**src/rtl/zx_audio_pkg.sv**
```systemverilog
// Shared types and constants for the ZX audio mixer: stereo modes, beeper
// weights, mix width and the sequencing FSM states.
package zx_audio_pkg;

  localparam int unsigned MIX_W     = 10;
  localparam int unsigned BEEP_EAR  = 128;
  localparam int unsigned BEEP_MIC  = 64;
  localparam int unsigned BEEP_TAPE = 32;

  typedef enum logic [1:0] {
    MODE_MONO = 2'd0,
    MODE_ABC  = 2'd1,
    MODE_ACB  = 2'd2
  } stereo_e;

  typedef enum logic [2:0] {
    ST_IDLE,
    ST_MIX_L,
    ST_MIX_R,
    ST_FILT,
    ST_OUT
  } state_e;

  // Encoding 3 is folded onto ABC so downstream logic only sees legal modes.
  function automatic stereo_e decode_mode(input logic [1:0] m);
    case (m)
      2'd0:    return MODE_MONO;
      2'd2:    return MODE_ACB;
      default: return MODE_ABC;
    endcase
  endfunction

endpackage

```
**src/rtl/zx_audio_lpf.sv**
```systemverilog
// One-pole low-pass filter with clamped unsigned output. code_o is the clamp
// of the state value the next upd_i strobe will store, so it is sampled with it.
module zx_audio_lpf
  import zx_audio_pkg::*;
#(
  parameter int unsigned MSBI       = 9,
  parameter int unsigned FILT_SHIFT = 3
) (
  input  logic             clk_sys,
  input  logic             reset,
  input  logic             upd_i,
  input  logic [MIX_W-1:0] x_i,
  output logic [MSBI:0]    code_o
);

  localparam int unsigned XSH = (MSBI < 9) ? (9 - MSBI) : 0;
  localparam int unsigned YW  = MSBI + FILT_SHIFT + 3;
  localparam logic signed [YW-1:0] CODE_MAX = YW'((2 ** (MSBI + 1)) - 1);

  logic [MIX_W-1:0]     x_s;
  logic signed [YW-1:0] x_fx;
  logic signed [YW-1:0] y_q;
  logic signed [YW-1:0] y_d;
  logic signed [YW-1:0] int_d;

  assign x_s = x_i >> XSH;

  always_comb begin
    x_fx   = signed'(YW'(x_s)) <<< FILT_SHIFT;
    y_d    = y_q + ((x_fx - y_q) >>> FILT_SHIFT);
    int_d  = y_d >>> FILT_SHIFT;
    code_o = '0;
    if (int_d[YW-1]) begin
      code_o = '0;
    end else if (int_d > CODE_MAX) begin
      code_o = '1;
    end else begin
      code_o = int_d[MSBI:0];
    end
  end

  always_ff @(posedge clk_sys) begin
    if (reset) begin
      y_q <= '0;
    end else if (upd_i) begin
      y_q <= y_d;
    end
  end

endmodule

```
**src/rtl/zx_audio_mixer.sv**
```systemverilog
// Stereo mixer: latches PSG/beeper sources on ce, forms L/R through one shared
// adder, low-pass filters each channel and presents codes to the DACs.
module zx_audio_mixer
  import zx_audio_pkg::*;
#(
  parameter int unsigned MSBI       = 9,
  parameter int unsigned FILT_SHIFT = 3
) (
  input  logic          clk_sys,
  input  logic          reset,
  input  logic          ce,
  input  logic [7:0]    psg_a,
  input  logic [7:0]    psg_b,
  input  logic [7:0]    psg_c,
  input  logic          ear,
  input  logic          mic,
  input  logic          tape_in,
  input  logic [1:0]    stereo_mode,
  input  logic          mute,
  output logic [MSBI:0] dac_l,
  output logic [MSBI:0] dac_r,
  output logic          sample_valid
);

  state_e           state_q;
  stereo_e          mode_q;
  logic [7:0]       a_q, b_q, c_q;
  logic             ear_q, mic_q, tape_q, mute_q;
  logic [MIX_W-1:0] mix_l_q, mix_r_q;
  logic [MSBI:0]    dac_l_q, dac_r_q;
  logic             valid_q;

  logic [7:0]       op_p, op_q, op_r;
  logic [MIX_W-1:0] beep;
  logic [MIX_W-1:0] mix_sum;
  logic [MSBI:0]    code_l, code_r;

  // Every mode reduces to p + q + r + beep; the doubled channel is fed twice.
  always_comb begin
    op_p = '0;
    op_q = '0;
    op_r = '0;
    case (mode_q)
      MODE_MONO: begin
        op_p = a_q; op_q = b_q; op_r = c_q;
      end
      MODE_ACB: begin
        if (state_q == ST_MIX_R) begin
          op_p = b_q; op_q = b_q; op_r = c_q;
        end else begin
          op_p = a_q; op_q = a_q; op_r = c_q;
        end
      end
      default: begin
        if (state_q == ST_MIX_R) begin
          op_p = c_q; op_q = c_q; op_r = b_q;
        end else begin
          op_p = a_q; op_q = a_q; op_r = b_q;
        end
      end
    endcase
    beep = (ear_q  ? MIX_W'(BEEP_EAR)  : '0)
         + (mic_q  ? MIX_W'(BEEP_MIC)  : '0)
         + (tape_q ? MIX_W'(BEEP_TAPE) : '0);
    mix_sum = mute_q ? '0
            : MIX_W'(op_p) + MIX_W'(op_q) + MIX_W'(op_r) + beep;
  end

  zx_audio_lpf #(.MSBI(MSBI), .FILT_SHIFT(FILT_SHIFT)) u_lpf_l (
    .clk_sys (clk_sys),
    .reset   (reset),
    .upd_i   (state_q == ST_FILT),
    .x_i     (mix_l_q),
    .code_o  (code_l)
  );

  zx_audio_lpf #(.MSBI(MSBI), .FILT_SHIFT(FILT_SHIFT)) u_lpf_r (
    .clk_sys (clk_sys),
    .reset   (reset),
    .upd_i   (state_q == ST_FILT),
    .x_i     (mix_r_q),
    .code_o  (code_r)
  );

  always_ff @(posedge clk_sys) begin
    if (reset) begin
      state_q <= ST_IDLE;
      mode_q  <= MODE_MONO;
      a_q     <= '0;
      b_q     <= '0;
      c_q     <= '0;
      ear_q   <= 1'b0;
      mic_q   <= 1'b0;
      tape_q  <= 1'b0;
      mute_q  <= 1'b0;
      mix_l_q <= '0;
      mix_r_q <= '0;
      dac_l_q <= '0;
      dac_r_q <= '0;
      valid_q <= 1'b0;
    end else begin
      valid_q <= 1'b0;
      case (state_q)
        ST_IDLE: begin
          if (ce) begin
            mode_q  <= decode_mode(stereo_mode);
            a_q     <= psg_a;
            b_q     <= psg_b;
            c_q     <= psg_c;
            ear_q   <= ear;
            mic_q   <= mic;
            tape_q  <= tape_in;
            mute_q  <= mute;
            state_q <= ST_MIX_L;
          end
        end
        ST_MIX_L: begin
          mix_l_q <= mix_sum;
          state_q <= ST_MIX_R;
        end
        ST_MIX_R: begin
          mix_r_q <= mix_sum;
          state_q <= ST_FILT;
        end
        // Filters commit on this edge; their codes are captured alongside.
        ST_FILT: begin
          dac_l_q <= code_l;
          dac_r_q <= code_r;
          valid_q <= 1'b1;
          state_q <= ST_OUT;
        end
        ST_OUT:  state_q <= ST_IDLE;
        default: state_q <= ST_IDLE;
      endcase
    end
  end

  assign dac_l        = dac_l_q;
  assign dac_r        = dac_r_q;
  assign sample_valid = valid_q;

endmodule

```
**config.mk**
```make
export PLATFORM = sky130hd
export DESIGN_NAME = zx_audio_mixer
export DESIGN_NICKNAME = d
export VERILOG_FILES = /design/src/rtl/zx_audio_pkg.sv /design/src/rtl/zx_audio_lpf.sv /design/src/rtl/zx_audio_mixer.sv
export SDC_FILE = /design/constraint.sdc
export NUM_CORES = 1
export LEC_CHECK = 0
export CAP_MARGIN = 5
export CORE_MARGIN = 1
export CORE_UTILIZATION = 50
export CTS_CLUSTER_SIZE = 30
export DETAILED_ROUTE_END_ITERATION = 7
export PLACE_DENSITY_LB_ADDON = 0.1
export SKIP_LAST_GASP = 1
export SLEW_MARGIN = 20
export SYNTH_ARGS = -nofsm -noshare
export SYNTH_HDL_FRONTEND = slang
export SYNTH_HIERARCHICAL = 1
export SYNTH_SLANG_ARGS = --single-unit
```
**constraint.sdc**
```tcl
create_clock -name clk_sys -period 5.6 [get_ports clk_sys]
set_input_delay 1.12 -clock clk_sys [delete_from_list [all_inputs] [get_ports clk_sys]]
set_output_delay 1.12 -clock clk_sys [all_outputs]
set_load 0.1 [all_outputs]
```
==> results of run 1 <==
power breakdown:
part	leakage, nW	switching [mW]	internal (mW)	total (mW)
sequential	0.844	0.0435	0.782	0.825
clock	0.141	0.288	0.372	0.660
combinational	2.26	0.856	0.582	1.44
final cells by class:
cell class,instances,share of cell area (%)
inverter,45,2.05
multi-input combinational,708,59.1
tap,180,2.73
sequential,104,25.3
clock inverter,4,0.638
clock buffer,12,3.11
timing repair buffer,60,7.09
state kept, by name, summed over array words and instances, names as in the netlist, 10 cells and up:
name and cells:
mix_r_q 10, dac_l 10, dac_r 10, u_lpf_l/y_q 15, u_lpf_r/y_q 15, mix_l_q 10
routing by layer:
layer  track usage (%)  wire [µm]  vias up
met3              4.60        599       15
met1              30.7       8090     2970
met2              39.3       7940      132
met4              6.86        233        0
li1                  -          -     3212
met5                 0          0        -
placed cells by master, fill, tap and decap left out, types with 4 or more instances in the layout:
cell type / Yosys / routed
a211oi_2: 13 / 13
and2_1: 7 / 7
a211oi_1: 16 / 16
nor2_1: 60 / 60
o21a_1: 10 / 10
o21ai_0: 21 / 21
a211o_1: 4 / 4
ha_1: 65 / 65
o22ai_1: 13 / 13
nand2_1: 153 / 153
nand3_1: 6 / 6
xnor2_1: 16 / 16
nand2b_1: 11 / 11
a21o_1: 13 / 13
o21ai_1: 9 / 9
nor3_1: 18 / 18
clkdlybuf4s50_1: 0 / 52
o21bai_1: 8 / 8
and3_1: 7 / 7
o22a_1: 5 / 5
nand3b_1: 6 / 6
fa_1: 14 / 14
dfxtp_1: 104 / 104
buf_4: 3 / 7
inv_1: 44 / 44
a22oi_1: 7 / 7
mux2i_1: 21 / 21
nor2b_1: 8 / 8
a21oi_1: 114 / 114
xor2_1: 25 / 25
clkbuf_16: 0 / 9
how the worst min path moves through the flow:
stage	start	endpoint	slack (ps)	cells after the start
2_1_floorplan	mix_l_q[1]	mix_l_q[1]	440	2
3_5_place_dp	dac_r[9]	dac_r[9]	450	2
5_1_grt	dac_r[5]	dac_r[5]	480	2
3_3_place_gp	dac_l[6]	dac_l[6]	440	2
6_report	dac_r[9]	dac_r[9]	450	2
4_1_cts	dac_r[9]	dac_r[9]	460	2
stage by stage:
| step | util, % | setup slack (ps) |
|---|---|---|
| CTS | 58.6 | 1160 |
| floorplan | - | 1760 |
| finish | 58.7 | 1120 |
| global placement | 56.4 | 1310 |
| global route | 58.7 | 845 |
| detailed placement | 56.4 | 1180 |
cells by family (layout without fill, tap and decap cells):
kind of cell	after synthesis	after routing	synth area share [%]
compound gates	262	262	24.0
fa+ha+maj	79	79	15.0
flops	104	104	28.5
buf+inv	83	121	4.85
xor+xnor	42	42	5.14
mux	24	24	3.34
simple gates	301	301	19.1
worst min-delay path, cell delays in order (launching register included):
cell and delay (ps):
dfxtp_1 310, nand2_1 50, a21oi_1 50
==> reports/metrics.csv, run 1 <==
metric;value;unit
status;finished, final reports clean;
DR WL/cell;15.1;µm
Peak VDD IR;0.188;mV
post-synth cell types;70;
flop2flop setup slack;1120;ps
ranking of synthesized cells by area;dfxtp_1 (29%), ha_1 (11%), nand2_1 (7.9%), a21oi_1 (7.8%), fa_1 (3.8%);
Yosys reg bits;104;
share of the synthesized area in the top cell type;28.5;%
Root Buffer;clkbuf_16;
Crit Path Max Fanout;22;
WP buf/inv;1;
total wire length;16900;µm
First DRT Iteration DRCs;304;
worst path arrival time;4720;ps
crit-path cells;nor2_1 > nand2_1 > o21ai_1 > o22a_1 > o21ai_1 > fa_1 > inv_1 > ha_1 > ha_1 > fa_1 > a211oi_1 > nor2_1 > o22ai_1 > nor3_1 > a211o_1;
Final Cycle Share;80.0;%
Remaining DRCs;0;
Hold/Removal Path Class;register to register;
vias in the first global route;6055;
FP Rows;43;
Warnings, synthesis;6;
FF+latch area;2080;µm²
dominant synthesized flop cell;dfxtp_1;
nets@finish;1040;
synthesized area;7300;µm²
# setup viols final;0;
Post-CTS Resized;0;
via count;6329;
clock slew at reported path FFs;70;ps
CP Depth;15;
Leak;3.25;nW
area of the multi-input gates;4870;µm²
RR Startpoint;state_q[2];
Cell Pwr Density;355;nW/µm²
Critical Path RT;5840;ps
share of cells above drive strength 1;7.18;%
Final Max Slew Viols;0;
r2r endpoint;mix_r_q[8];
H-tree depth reported by CTS;3;
fin area;8240;µm²
worst skew pair latency;350;ps
worst reg2reg path depth;15;
skew final;5.59;ps
relative slew slack;33.7;%
HPWL Detailed;12700;µm
crit path max-delay cell type;o21ai_1;
top-count cell post-synth;nand2_1;
Post-synth top cells;nand2_1 (153), a21oi_1 (114), dfxtp_1 (104);
Placer Congestion;0.865;
Async S/R FF share, synth;0;%
Clock Path Buffers;2;
Post-Synthesis Cells;895;
Starting Density;52.0;%
CTS tree;done;
first-pass GRT wire length;28500;µm
vias per cell;5.69;
Die X-Extent;123;µm
Hold-fix buffers, CTS;0;
total power draw;2.92;mW
clk sink count;104;
worst slew pin tran;992;ps
WHS;455;ps
max-cap violations;0;
DRT Pass-1 Iters;5;
Worst Setup EP;mix_r_q[8];
Fillers;1291;
DIE AREA;15100;µm²
max incr delay on CP;520;ps
Layout area overhead;12.9;%
Post-Place Cells;1096;
largest net degree at the start of global routing;63;
post-synthesis sequential area ratio;28.5;%
RSZ-0062 raised after global routing;false;
final hold viol count;0;
Num CTS Buffers;9;
PortBufs;53;
remaining global-route overflow;0;
Post-Route Setup TNS;0;ps
core area;14000;µm²
Syn Area/Cell;8.15;µm²
Final ANT Viol Nets;0;
type of the worst setup path;register to register;
Total GRT Usage;23.5;%
Max Fclk;223;MHz
die span in y;123;µm
Top delay family on crit path;compound AO/OA/AOI/OAI gates;
Tmin final;4480;ps
cell taking the most area after synthesis;dfxtp_1;
num ports;54;
Critical Path Sink Type;register;
Worst Setup Start Kind;register;
EDFF count, synth;0;
initial antenna violation count;0;
Cell Area, Placed;7920;µm²
worst setup path start;state_q[2];
n_diodes;0;
final std cells w/o fill;1113;
setup bufs post-CTS;0;
Post-Syn Nets;1007;
Note: power is estimated with default switching activity, not from simulation.
==> inputs of run 2 (changes only) <==
Clock period 5.6 ns to 4.1 ns, I/O delays scaled along.
==> run 2 against run 1 <==
Compared with the run above:
- utilization rose by 2.9 points
- non-clock buffer count rose by 18
- first-iteration DRC count rose by 22%
- clock-buffer cell count did not move
- cell area rose by 4.9%
- sequential power rose by 36%
- largest power group unchanged
==> reports/metrics.csv, run 2 (synthesized netlist as in run 1, its figures left out) <==
metric;value;unit
status;finished, final reports clean;
vias per cell;5.73;
Peak VDD IR;0.235;mV
PortBufs;53;
Cell Pwr Density;493;nW/µm²
die span in y;123;µm
worst path arrival time;4250;ps
flop2flop setup slack;130;ps
worst setup path start;u_lpf_r/y_q[3];
share of cells above drive strength 1;12.6;%
worst slew pin tran;990;ps
max incr delay on CP;470;ps
fin area;8640;µm²
via count;6488;
Reg power frac;26.4;%
Placer Congestion;0.924;
Num CTS Buffers;9;
P_int;2.54;mW
total wire length;17600;µm
Worst Hold Launch;dac_l[8];
Top delay family on crit path;compound AO/OA/AOI/OAI gates;
RSZ-0062 raised after global routing;true;
Leak;3.38;nW
Remaining DRCs;0;
Tmin final;3970;ps
Worst Setup Start Kind;register;
worst skew pair latency;350;ps
Total GRT Usage;24.0;%
FP Rows;43;
final std cells w/o fill;1132;
remaining global-route overflow;0;
DRT Pass-1 Iters;5;
Most common cell on crit path;a21oi_2;
commonest cells after routing, fill and taps aside;nand2_1 (150), a21oi_1 (108), dfxtp_1 (104), ha_1 (61), nor2_1 (58);
WP buf/inv;3;
nets@finish;1059;
relative slew slack;33.8;%
First DRT Iteration DRCs;371;
largest net degree at the start of global routing;58;
n_diodes;0;
RR Startpoint;u_lpf_r/y_q[3];
Hold/Removal Path Class;register to register;
num ports;54;
crit path max-delay cell type;or4b_4;
clock slew at reported path FFs;70;ps
Cell Area, Placed;8040;µm²
first-pass GRT wire length;29100;µm
logic gate share of total power;52.4;%
Clk pwr share;21.3;%
Clock Path Buffers;2;
Layout area overhead;18.4;%
Critical Path RT;4390;ps
Max Fclk;252;MHz
vias in the first global route;6215;
DIE AREA;15100;µm²
Die X-Extent;123;µm
Post-Place Cells;1109;
Final Max Slew Viols;0;
final hold viol count;0;
Crit Path Max Fanout;11;
core area;14000;µm²
DR WL/cell;15.6;µm
max-cap violations;0;
top flop regs;u_lpf_l/y_q: 15 flops, u_lpf_r/y_q: 15 flops;
Final ANT Viol Nets;0;
Final Cycle Share;96.8;%
Hold-fix buffers, CTS;0;
switching share of total power;40.4;%
Critical Path Sink Type;register;
Starting Density;52.0;%
clk sink count;104;
Root Buffer;clkbuf_16;
commonest non-fill, non-tap cell in the layout;nand2_1;
skew final;7.98;ps
H-tree depth reported by CTS;3;
switching pwr;1.72;mW
initial antenna violation count;0;
crit-path cells;inv_1 > ha_1 > or4b_4 > a211o_1 > and3_4 > o21ai_4 > nand2_2 > xor2_4 > buf_4 > ha_1 > a21oi_2 > nand2_2 > a21oi_1 > a211oi_2 > a21oi_2 > buf_12 > a211oi_2 > nand2_1 > a21oi_2;
# setup viols final;0;
HPWL Detailed;13000;µm
CTS tree;done;
type of the worst setup path;register to register;
==> run 2: final cells by class <==
type                       instances  area (µm²)
multi-input combinational        709        5110
fill                            1239        5400
tap                              180         225
clock inverter                     4        51.3
timing repair buffer              78         744
inverter                          45         169
sequential                       104        2080
clock buffer                      12         267
==> run 2: timing repair <==
item	CTS	global route
gates cloned	0	1
setup buffers	0	5
pin swaps	0	13
setup endpoints to repair	11	28
gates resized for setup	4	44
==> run 2: power by group through the flow <==
| stage | Sequential, mW | Combinational, mW | Clock, mW |
|---|---|---|---|
| final | 1.12 | 2.23 | 0.907 |
| after global routing | 1.13 | 2.45 | 0.971 |
| after CTS | 1.12 | 2.06 | 0.924 |
| after detailed placement | 1.14 | 2.04 | 0 |
| after global placement | 1.14 | 1.99 | 0 |
| after floorplan | 1.19 | 1.49 | 0 |
==> run 2: metrics by stage <==
step                      power [mW]  TNS (ps)  setup WS [ps]  hold WS, ps  util [%]
after floorplan                 2.68         0            262          441         -
after global placement          3.13         0           65.1          443      57.3
after detailed placement        3.18      -968           -142          449      57.3
after CTS                       4.11         0           33.6          458      59.6
after global routing            4.56      -478          -83.4          476      61.6
final                           4.27         0            133          456      61.6
==> run 2: path summary, 6_finish.rpt <==
kind	cells after the start	end
max	19	dac_r[7]
min	2	dac_l[8]
max reg2reg	19	dac_r[7]
min reg2reg	2	dac_l[8]
==> run 2: per-layer routing <==
metal / track usage, % / wire length (µm)
met3: 4.55 / 647
met1: 30.5 / 8060
met5: 0 / 0
met4: 7.24 / 352
met2: 41.0 / 8580
==> run 2: tightest hold or removal path, delay by kind of cell (launching register included) <==
family	cells	cell delay, ps
flops	1	310
simple gates	1	50
compound gates	1	50
